--- config.mk ---
export PLATFORM = sky130hd
export DESIGN_NAME = bitrev_reorder_buf
export DESIGN_NICKNAME = d
export VERILOG_FILES = /design/src/rtl/bitrev_pkg.sv /design/src/rtl/bitrev_addr.sv /design/src/rtl/bitrev_reorder_buf.sv
export SDC_FILE = /design/constraint.sdc
export NUM_CORES = 1
export LEC_CHECK = 0
export BUFFER_PORTS_ARGS = -buffer_cell sky130_fd_sc_hd__clkbuf_2
export CAP_MARGIN = 10
export CORE_AREA = 2 2 147 149
export DETAILED_ROUTE_END_ITERATION = 8
export DIE_AREA = 0 0 149 151
export HOLD_SLACK_MARGIN = 0.08
export PLACE_DENSITY = 0.63
export SLEW_MARGIN = 20
export SYNTH_ARGS = -nofsm -noshare
export SYNTH_HDL_FRONTEND = slang
export SYNTH_SLANG_ARGS = --single-unit
--- constraint.sdc ---
create_clock -name clk -period 5.5 [get_ports clk]
set_input_delay 0.55 -clock clk [delete_from_list [all_inputs] [get_ports clk]]
set_output_delay 0.55 -clock clk [all_outputs]
set_load 0.02 [all_outputs]
--- src/rtl/bitrev_pkg.sv ---
// ---------------------------------------------------------------------------
// bitrev_pkg
// Shared definitions for the bit-reversal reorder buffer.
//   bank_state_t : per-bank lifecycle (EMPTY -> FILLING -> FULL -> DRAINING)
//   NUM_BANKS    : number of ping-pong banks (2)
//   MAX_N        : widest supported log2 frame length
//   rev_bits()   : reference N-bit reverse, for testbench models
// ---------------------------------------------------------------------------
package bitrev_pkg;

    typedef enum logic [1:0] {
        EMPTY    = 2'd0,
        FILLING  = 2'd1,
        FULL     = 2'd2,
        DRAINING = 2'd3
    } bank_state_t;

    localparam int NUM_BANKS = 2;
    localparam int MAX_N     = 12;

    // Reverse the low n bits of x. The full MAX_N-bit word is mirrored with
    // constant indices, then shifted down so only the n reversed bits remain.
    function automatic logic [MAX_N-1:0] rev_bits(input logic [MAX_N-1:0] x,
                                                  input int               n);
        logic [MAX_N-1:0] r;
        r = '0;
        for (int i = 0; i < MAX_N; i++) begin
            r[i] = x[MAX_N-1-i];
        end
        return r >> (MAX_N - n);
    endfunction

endpackage

--- src/rtl/bitrev_addr.sv ---
// ---------------------------------------------------------------------------
// bitrev_addr
// Combinational N-bit index reverser with a pass-through select.
// Ports:
//   idx    in  N  linear index
//   bypass in  1  1 = pass idx through unchanged
//   addr   out N  bit-reversed idx, or idx when bypass = 1
// ---------------------------------------------------------------------------
module bitrev_addr #(
    parameter int N = 3
) (
    input  logic [N-1:0] idx,
    input  logic         bypass,
    output logic [N-1:0] addr
);

    logic [N-1:0] rev;

    for (genvar i = 0; i < N; i++) begin : g_rev
        assign rev[i] = idx[N-1-i];
    end

    assign addr = bypass ? idx : rev;

endmodule

--- src/rtl/bitrev_reorder_buf.sv ---
// ---------------------------------------------------------------------------
// bitrev_reorder_buf
// Streaming bit-reversal reorder buffer. Frames of 2^N samples arrive in
// bit-reversed order and leave in natural order. Two ping-pong banks let one
// frame be written while the previous one is read, so both sides sustain one
// sample per cycle.
//
// Parameters:
//   N  : log2 of frame length (1..12)
//   DW : sample width (opaque payload)
// Ports:
//   clk        in   1   rising-edge clock
//   rst_n      in   1   asynchronous active-low reset
//   in_valid   in   1   input sample present
//   in_ready   out  1   buffer can accept the input sample
//   in_data    in   DW  input sample, bit-reversed order within the frame
//   in_last    in   1   producer's end-of-frame marker (checked, not trusted)
//   bypass     in   1   only with BITREV_BYPASS_EN: store frame in arrival order
//   out_valid  out  1   output sample present
//   out_ready  in   1   consumer accepts the output sample
//   out_data   out  DW  output sample, natural order
//   out_last   out  1   high with sample index 2^N-1 of each output frame
//   frame_err  out  1   sticky: in_last disagreed with the write count
//
// Build option:
//   BITREV_BYPASS_EN : adds the bypass port and per-bank bypass flag.
// ---------------------------------------------------------------------------
module bitrev_reorder_buf
    import bitrev_pkg::*;
#(
    parameter int N  = 3,
    parameter int DW = 16
) (
    input  logic          clk,
    input  logic          rst_n,
    input  logic          in_valid,
    output logic          in_ready,
    input  logic [DW-1:0] in_data,
    input  logic          in_last,
`ifdef BITREV_BYPASS_EN
    input  logic          bypass,
`endif
    output logic          out_valid,
    input  logic          out_ready,
    output logic [DW-1:0] out_data,
    output logic          out_last,
    output logic          frame_err
);

    localparam int           DEPTH   = 1 << N;
    localparam logic [N-1:0] CNT_MAX = '1;

    // Bank lifecycle state and write/read pointers (control, reset).
    bank_state_t state     [NUM_BANKS];
    bank_state_t state_nxt [NUM_BANKS];
    logic        wbank;
    logic        rbank;
    logic [N-1:0] wcnt;
    logic [N-1:0] rcnt;

    // Sample storage (data, not reset).
    logic [DW-1:0] mem [NUM_BANKS][DEPTH];

    logic                 wr_acc;
    logic                 rd_acc;
    logic                 wlast;
    logic                 rlast;
    logic [NUM_BANKS-1:0] wr_hit;
    logic [NUM_BANKS-1:0] rd_hit;
    logic                 byp_sel;
    logic [N-1:0]         waddr;

    assign wr_acc = in_valid & in_ready;
    assign rd_acc = out_valid & out_ready;
    assign wlast  = (wcnt == CNT_MAX);
    assign rlast  = (rcnt == CNT_MAX);

    // One-hot bank selects for this cycle's accepted write / read.
    assign wr_hit = {NUM_BANKS{wr_acc}} & (NUM_BANKS'(1) << wbank);
    assign rd_hit = {NUM_BANKS{rd_acc}} & (NUM_BANKS'(1) << rbank);

    // -----------------------------------------------------------------------
    // Bank FSM: state register
    // -----------------------------------------------------------------------
    always_ff @(posedge clk or negedge rst_n) begin
        if (!rst_n) begin
            for (int b = 0; b < NUM_BANKS; b++) begin
                state[b] <= EMPTY;
            end
        end else begin
            for (int b = 0; b < NUM_BANKS; b++) begin
                state[b] <= state_nxt[b];
            end
        end
    end

    // -----------------------------------------------------------------------
    // Bank FSM: next state. A bank is only ever written while EMPTY/FILLING
    // and only read while FULL/DRAINING, so a single bank never sees both a
    // write and a read in the same cycle.
    // -----------------------------------------------------------------------
    always_comb begin
        for (int b = 0; b < NUM_BANKS; b++) begin
            state_nxt[b] = state[b];
            case (state[b])
                EMPTY: begin
                    if (wr_hit[b]) begin
                        state_nxt[b] = wlast ? FULL : FILLING;
                    end
                end
                FILLING: begin
                    if (wr_hit[b] && wlast) begin
                        state_nxt[b] = FULL;
                    end
                end
                FULL: begin
                    if (rd_hit[b]) begin
                        state_nxt[b] = rlast ? EMPTY : DRAINING;
                    end
                end
                DRAINING: begin
                    if (rd_hit[b] && rlast) begin
                        state_nxt[b] = EMPTY;
                    end
                end
                default: state_nxt[b] = EMPTY;
            endcase
        end
    end

    // -----------------------------------------------------------------------
    // Bank FSM: outputs. Both handshake outputs come purely from registered
    // state and pointers, so there is no in_valid->out_valid or
    // out_ready->in_ready combinational path.
    // -----------------------------------------------------------------------
    always_comb begin
        in_ready  = (state[wbank] == EMPTY) || (state[wbank] == FILLING);
        out_valid = (state[rbank] == FULL)  || (state[rbank] == DRAINING);
        out_last  = out_valid && rlast;
    end

    // Write pointer: the frame boundary comes from wcnt alone.
    always_ff @(posedge clk or negedge rst_n) begin
        if (!rst_n) begin
            wcnt  <= '0;
            wbank <= 1'b0;
        end else if (wr_acc) begin
            wcnt <= wcnt + 1'b1;
            if (wlast) begin
                wbank <= ~wbank;
            end
        end
    end

    // Read pointer.
    always_ff @(posedge clk or negedge rst_n) begin
        if (!rst_n) begin
            rcnt  <= '0;
            rbank <= 1'b0;
        end else if (rd_acc) begin
            rcnt <= rcnt + 1'b1;
            if (rlast) begin
                rbank <= ~rbank;
            end
        end
    end

    // Sticky framing error: in_last must coincide with the final write.
    always_ff @(posedge clk or negedge rst_n) begin
        if (!rst_n) begin
            frame_err <= 1'b0;
        end else if (wr_acc && (in_last != wlast)) begin
            frame_err <= 1'b1;
        end
    end

`ifdef BITREV_BYPASS_EN
    // Bypass is latched per bank on the frame's first write. That first
    // write must already honour it, so it uses the live port value.
    logic [NUM_BANKS-1:0] byp_flag;

    always_ff @(posedge clk or negedge rst_n) begin
        if (!rst_n) begin
            byp_flag <= '0;
        end else if (wr_acc && (state[wbank] == EMPTY)) begin
            byp_flag[wbank] <= bypass;
        end
    end

    assign byp_sel = (state[wbank] == EMPTY) ? bypass : byp_flag[wbank];
`else
    assign byp_sel = 1'b0;
`endif

    bitrev_addr #(
        .N (N)
    ) u_waddr (
        .idx    (wcnt),
        .bypass (byp_sel),
        .addr   (waddr)
    );

    // Storage write: sample k of the frame lands at rev(k).
    always_ff @(posedge clk) begin
        if (wr_acc) begin
            mem[wbank][waddr] <= in_data;
        end
    end

    // Natural-order read straight from the flops.
    assign out_data = mem[rbank][rcnt];

endmodule

==> results.json, run 1 <==
{
  "cp_slowest_cell": "dfrtp_2",
  "final.period_utilization_pct": 64.06,
  "start_kind": "flop",
  "power_density_mw_per_mm2": 504.8,
  "place.gp.congestion": 0.7588,
  "hold_viol": 0,
  "rsz0062_at_grt": "no",
  "dr.pass1.iters": 5,
  "die_h_um": 151,
  "core-area_mm2": 0.02082,
  "fin_skew_ps": 5.571,
  "cts-root-buf": "clkbuf_16",
  "period_needed_ps": 3523,
  "clk_pin_slew_ps": 60,
  "rr_endpoint": "rcnt[1]",
  "ys_warn_count": 0,
  "grt_max_degree": 44,
  "path_cells": "buf_4 > mux4_2 > a22oi_1 > nand2_1 > clkbuf_2",
  "setup_slack_ps": 1977,
  "synth_xor_area_share_pct": 0.2551,
  "cts_buffer_depth": 3,
  "grt_usage_pct": 18.80,
  "seq_area_frac_synth_pct": 77.30,
  "clk_latency_ps": 520,
  "fill_cells": 1593,
  "run_status": "completed",
  "cts_buffers": 26,
  "pre_cts_ws_ps": 2510,
  "fp.dieW_um": 149,
  "reg2reg_depth": 4,
  "crit_required_ps": 4950,
  "routedWlPerCell_um": 24.52,
  "power_leakage_nw": 3.828,
  "final_cell_area_mm2": 0.01168,
  "grt_overflow": 0,
  "path_class": "flop to output pin",
  "post_cts_resized": 0,
  "ir_drop_mv": 0.2945,
  "hold_ws_ps": 329.6,
  "h-tree-depth": 1,
  "fin_tns_setup_ps": 0,
  "diodes": 0,
  "holdPathStages": 3,
  "pwr-share-clk_pct": 27.9,
  "synth-seq-cells": 267,
  "num_rows": 53,
  "critPathTopFamily": "flip-flops",
  "vias": 4779,
  "syn_nets": 503,
  "setup_viol": 0,
  "ios": 41,
  "synth_edf_count": 256,
  "max_cap_violations": 0,
  "p_sw_w": 0.001813,
  "drive_gt1_share_pct": 32.30,
  "area_growth_pct": 13.36,
  "hp-start": "in_last",
  "synth.distinct_cells": 27,
  "fin_cells": 826,
  "cts_tree": "built",
  "timing.fmax_mhz": 283.8,
  "tightest_slew_ps": 1142,
  "cts_setup_buffers": 0,
  "async_flop_share_pct": 4.120,
  "hold_end": "frame_err",
  "r2r-start": "rbank",
  "synthSimpleGateAreaFrac_pct": 2.551,
  "grt_first_pass_wirelength_mm": 30.48,
  "synth_top_area_share_pct": 74.63,
  "p_int_w": 0.004081,
  "netlist_instances": 474,
  "grt_pass1_vias": 4996,
  "dpl_cell_area_mm2": 0.01086,
  "p_comb_share_pct": 28.2,
  "dp.cells": 779,
  "yosysTopAreaCell": "edfxtp_1",
  "cp_num_buf_inv": 2,
  "ant_nets": 0,
  "synth.area.mux_share_pct": 14.70,
  "slew_viol_final": 0,
  "avgViaCountPerCell": 5.786,
  "antenna_found_initial": 0,
  "end_kind": "output pin",
  "initial_core_util_pct": 49.47,
  "cts.sinks": 267,
  "drc": 0,
  "synth-compound-area-share_pct": 2.660,
  "ys.flop_type": "edfxtp_1",
  "totalWireLength_mm": 20.25,
  "slew_headroom_pct": 23.50,
  "synth_area_mm2": 0.01030,
  "ff2ff_setup_slack_ps": 3280,
  "ys_top_cells_by_area": "edfxtp_1 75%, mux4_2 14%, dfrtp_1 2.7%",
  "cp_slowest_stage_delay_ps": 1060,
  "port_buffers": 40,
  "pwr-share-seq_pct": 43.9,
  "fin_nets": 562,
  "die_area_mm2": 0.02250,
  "synth_fa_ha_area_share_pct": 0.9717,
  "drt_iter0_markers": 451,
  "dp.final_hpwl_mm": 11.26,
  "swShare_pct": 30.76,
  "critPathArrivalTime_ps": 2970,
  "synth_top_family_by_area": "multiplexers",
  "timing.hold.worst.class": "primary input to flop",
  "syn_avg_cell_area_um2": 21.73,
  "path_max_fanout": 43
}
## how the worst max path moves through the flow
stage              from           end  slack [ps]  cells past startpoint
2_1_floorplan  state[3]    mem[0][80]        3090                      3
3_3_place_gp    rcnt[0]  out_data[13]        2480                      5
3_5_place_dp    rcnt[0]  out_data[13]        2510                      5
4_1_cts         rcnt[0]  out_data[13]        1950                      5
5_1_grt         rcnt[0]  out_data[13]        1800                      5
6_report        rcnt[0]  out_data[13]        1980                      5
## worst register-to-register path, stage by stage, from the launching register on
cell     delay [ps]
dfrtp_4         690
buf_4           490
mux2_2          420
nand2_1         150
mux2_2          350
## sequential cells by signal (all words and copies together) (netlist names)
register and flops:
mem 256, rcnt 3, wcnt 3, state 2, frame_err 1, rbank 1, wbank 1
## stage by stage
stage	util (%)	power [W]
floorplan	-	0.003814
global placement	52.13	0.004284
detailed placement	52.17	0.004318
CTS	56.04	0.005955
global route	56.08	0.006178
finish	56.08	0.005894
## cells in the mapped netlist (all sizes together), types with 8 or more instances
cell / count
buf: 13
ha: 8
dfrtp: 11
edfxtp: 256
nor2: 13
clkbuf: 12
nand2: 29
a22oi: 32
mux4: 64
## cell type report
class / instances / area (um2) / area share [%]
clock buffer: 30 / 686.9 / 5.882
clock inverter: 16 / 108.9 / 0.9322
inverter: 4 / 15.01 / 0.1286
multi-input combinational: 178 / 2232 / 19.12
sequential: 267 / 7968 / 68.23
tap: 275 / 344.1 / 2.947
timing repair buffer: 56 / 322.8 / 2.764
## what timing repair did
action,4_1_cts,5_1_grt
endpoints found under the setup margin,0,0
hold buffers,1,0
endpoints found under the hold margin,11,0
## per-layer routing
| layer | vias up | global-route usage, % | part of all wire [%] |
|---|---|---|---|
| met5 | - | 0 | 0 |
| met4 | 0 | 5.190 | 2.2 |
| met3 | 33 | 3.012 | 5.2 |
| met2 | 135 | 31.06 | 50 |
| met1 | 2532 | 26.48 | 42 |
| li1 | 2079 | - | - |
## power by group through the flow
stage / Clock [W] / Sequential, W / Combinational [W]
4_1_cts: 0.00167 / 0.00259 / 0.00169
3_5_place_dp: 0 / 0.00264 / 0.00168
2_1_floorplan: 0 / 0.00249 / 0.00132
6_report: 0.00165 / 0.00259 / 0.00166
5_1_grt: 0.00176 / 0.00262 / 0.00181
3_3_place_gp: 0 / 0.00262 / 0.00166
## cell usage in the layout (no fill, tap or decap), types with 5 or more instances in the layout
| cell type | count |
|---|---|
| ha_1 | 8 |
| nand2_1 | 29 |
| dfrtp_1 | 9 |
| clkbuf_16 | 27 |
| clkbuf_2 | 40 |
| clkinv_2 | 5 |
| buf_4 | 15 |
| edfxtp_1 | 256 |
| mux4_2 | 62 |
| nor2_2 | 9 |
| a22oi_1 | 32 |
| clkinv_1 | 6 |
## cells by family (layout without fill, tap and decap cells)
logic type      after synthesis  count (layout)
compound gates               37              37
mux                          70              70
simple gates                 60              60
fa+ha+maj                     8               8
xor+xnor                      3               3
buf+inv                      29             106
flops                       267             267
Power figures use the tool's default switching activity.
==> inputs of run 2 (changes only) <==
==> constraint.sdc (replaced) <==
create_clock -name clk -period 3.4 [get_ports clk]
set_input_delay 0.34 -clock clk [delete_from_list [all_inputs] [get_ports clk]]
set_output_delay 0.34 -clock clk [all_outputs]
set_load 0.02 [all_outputs]
==> run 2 against run 1 <==
- cell area up 1.5%
- via count up 1.9%
- critical path depth unchanged
- combinational power up 71%
- flip-flop and latch count unchanged
- largest cell class unchanged
- largest power group unchanged
==> results.json, run 2 (synthesis results as in run 1) <==
{
  "grt_max_degree": 65,
  "dp.cells": 787,
  "path_class": "flop to output pin",
  "cts_hold_buf": 1,
  "final_cell_mix": "256 x edfxtp_1, 62 x mux4_2, 40 x clkbuf_2",
  "fin_skew_ps": 9.593,
  "rsz0062_at_grt": "no",
  "drt_iter0_markers": 417,
  "timing.fmax_mhz": 332.2,
  "initial_core_util_pct": 49.47,
  "setup_viol": 0,
  "layout_commonest_cell": "edfxtp_1",
  "ir_drop_mv": 0.4332,
  "drc": 0,
  "cts_buffers": 27,
  "ios": 41,
  "h-tree-depth": 1,
  "core-area_mm2": 0.02082,
  "ff2ff_setup_slack_ps": 1250,
  "slew_viol_final": 0,
  "tightest_slew_ps": 589.3,
  "fin_nets": 571,
  "period_needed_ps": 3010,
  "start_kind": "flop",
  "grt_overflow": 0,
  "largest_reg_flops": 256,
  "clk_pin_slew_ps": 60,
  "cts_tree": "built",
  "cts.sinks": 267,
  "power_leakage_nw": 3.931,
  "routedWlPerCell_um": 24.07,
  "place.gp.congestion": 0.7747,
  "timing.hold.worst.class": "primary input to flop",
  "diodes": 0,
  "final.period_utilization_pct": 88.53,
  "antenna_found_initial": 0,
  "dr.pass1.iters": 5,
  "cts_buffer_depth": 3,
  "end_kind": "output pin",
  "ant_nets": 0,
  "dpl_cell_area_mm2": 0.01094,
  "area_growth_pct": 15.07,
  "avgViaCountPerCell": 5.821,
  "fin_cells": 837,
  "power_density_mw_per_mm2": 835.0,
  "fill_cells": 1574,
  "clk_latency_ps": 520,
  "port_buffers": 40,
  "drive_gt1_share_pct": 32.56,
  "critPathArrivalTime_ps": 2670,
  "largest-register": "mem",
  "dp.final_hpwl_mm": 10.93,
  "grt_use_met1_pct": 27.85,
  "vias": 4872,
  "num_rows": 53,
  "die_h_um": 151,
  "post_cts_resized": 0,
  "grt_util_met2_pct": 30.48,
  "cts_setup_buffers": 0,
  "largestRegisters": "mem (256), rcnt (3), wcnt (3)",
  "max_cap_violations": 0,
  "grt_first_pass_wirelength_mm": 30.64,
  "cts-root-buf": "clkbuf_16",
  "top_usage_layer": "met2",
  "totalWireLength_mm": 20.15,
  "final_cell_area_mm2": 0.01185,
  "hold_viol": 0,
  "path_max_fanout": 46,
  "fp.dieW_um": 149,
  "total_power_w": 0.009898,
  "grt_usage_pct": 18.84,
  "run_status": "completed",
  "grt.met3_usage_pct": 2.711,
  "grt_pass1_vias": 4956,
  "slew_headroom_pct": 60.67,
  "crit_required_ps": 3060,
  "fin_tns_setup_ps": 0,
  "die_area_mm2": 0.02250
}
run 2: final cells by class:
cell class | count | area [um2] | area share [%]
Clock buffer | 31 | 690.7 | 5.826
Tap cell | 275 | 344.1 | 2.903
Multi-Input combinational cell | 178 | 2215 | 18.68
Clock inverter | 18 | 214.0 | 1.805
Inverter | 4 | 15.01 | 0.1267
Sequential cell | 267 | 7968 | 67.22
Timing Repair Buffer | 64 | 407.9 | 3.441
run 2: layer usage:
layer  routed length [um]  vias up
met5                    0        -
met4                  225        0
met3                  907       20
met2                 9916      120
met1                 9097     2629
li1                     -     2103
run 2: final timing paths:
path	cells after the start	to	startpoint
min in group asynchronous	2	wbank	rst_n
worst max-delay path	5	out_data[12]	rbank
worst min-delay path	3	frame_err	in_last
worst max register to register	4	rcnt[2]	rbank
worst min register to register	1	frame_err	frame_err
max in group asynchronous	2	rbank	rst_n
run 2: critical path, stage by stage, from the launching register on:
cell	delay (ps)
dfrtp_4	660
buf_12	350
mux4_2	550
a22oi_1	250
nand2_1	90
clkbuf_2	160
run 2: power by group:
group	internal, W	switching (W)
Clock	0.00183	0.00115
Sequential	0.00390	0.000182
Combinational	0.00124	0.00160
run 2: metrics by stage:
stage | util (%) | worst slack (ps) | hold slack (ps)
finish | 56.93 | 390.0 | 111.7
global route | 56.93 | 197.3 | 108.9
CTS | 56.93 | 309.7 | 94.32
detailed placement | 52.54 | 874.5 | 241.5
global placement | 52.54 | 879.2 | 236.2
floorplan | - | 991.4 | 44.41
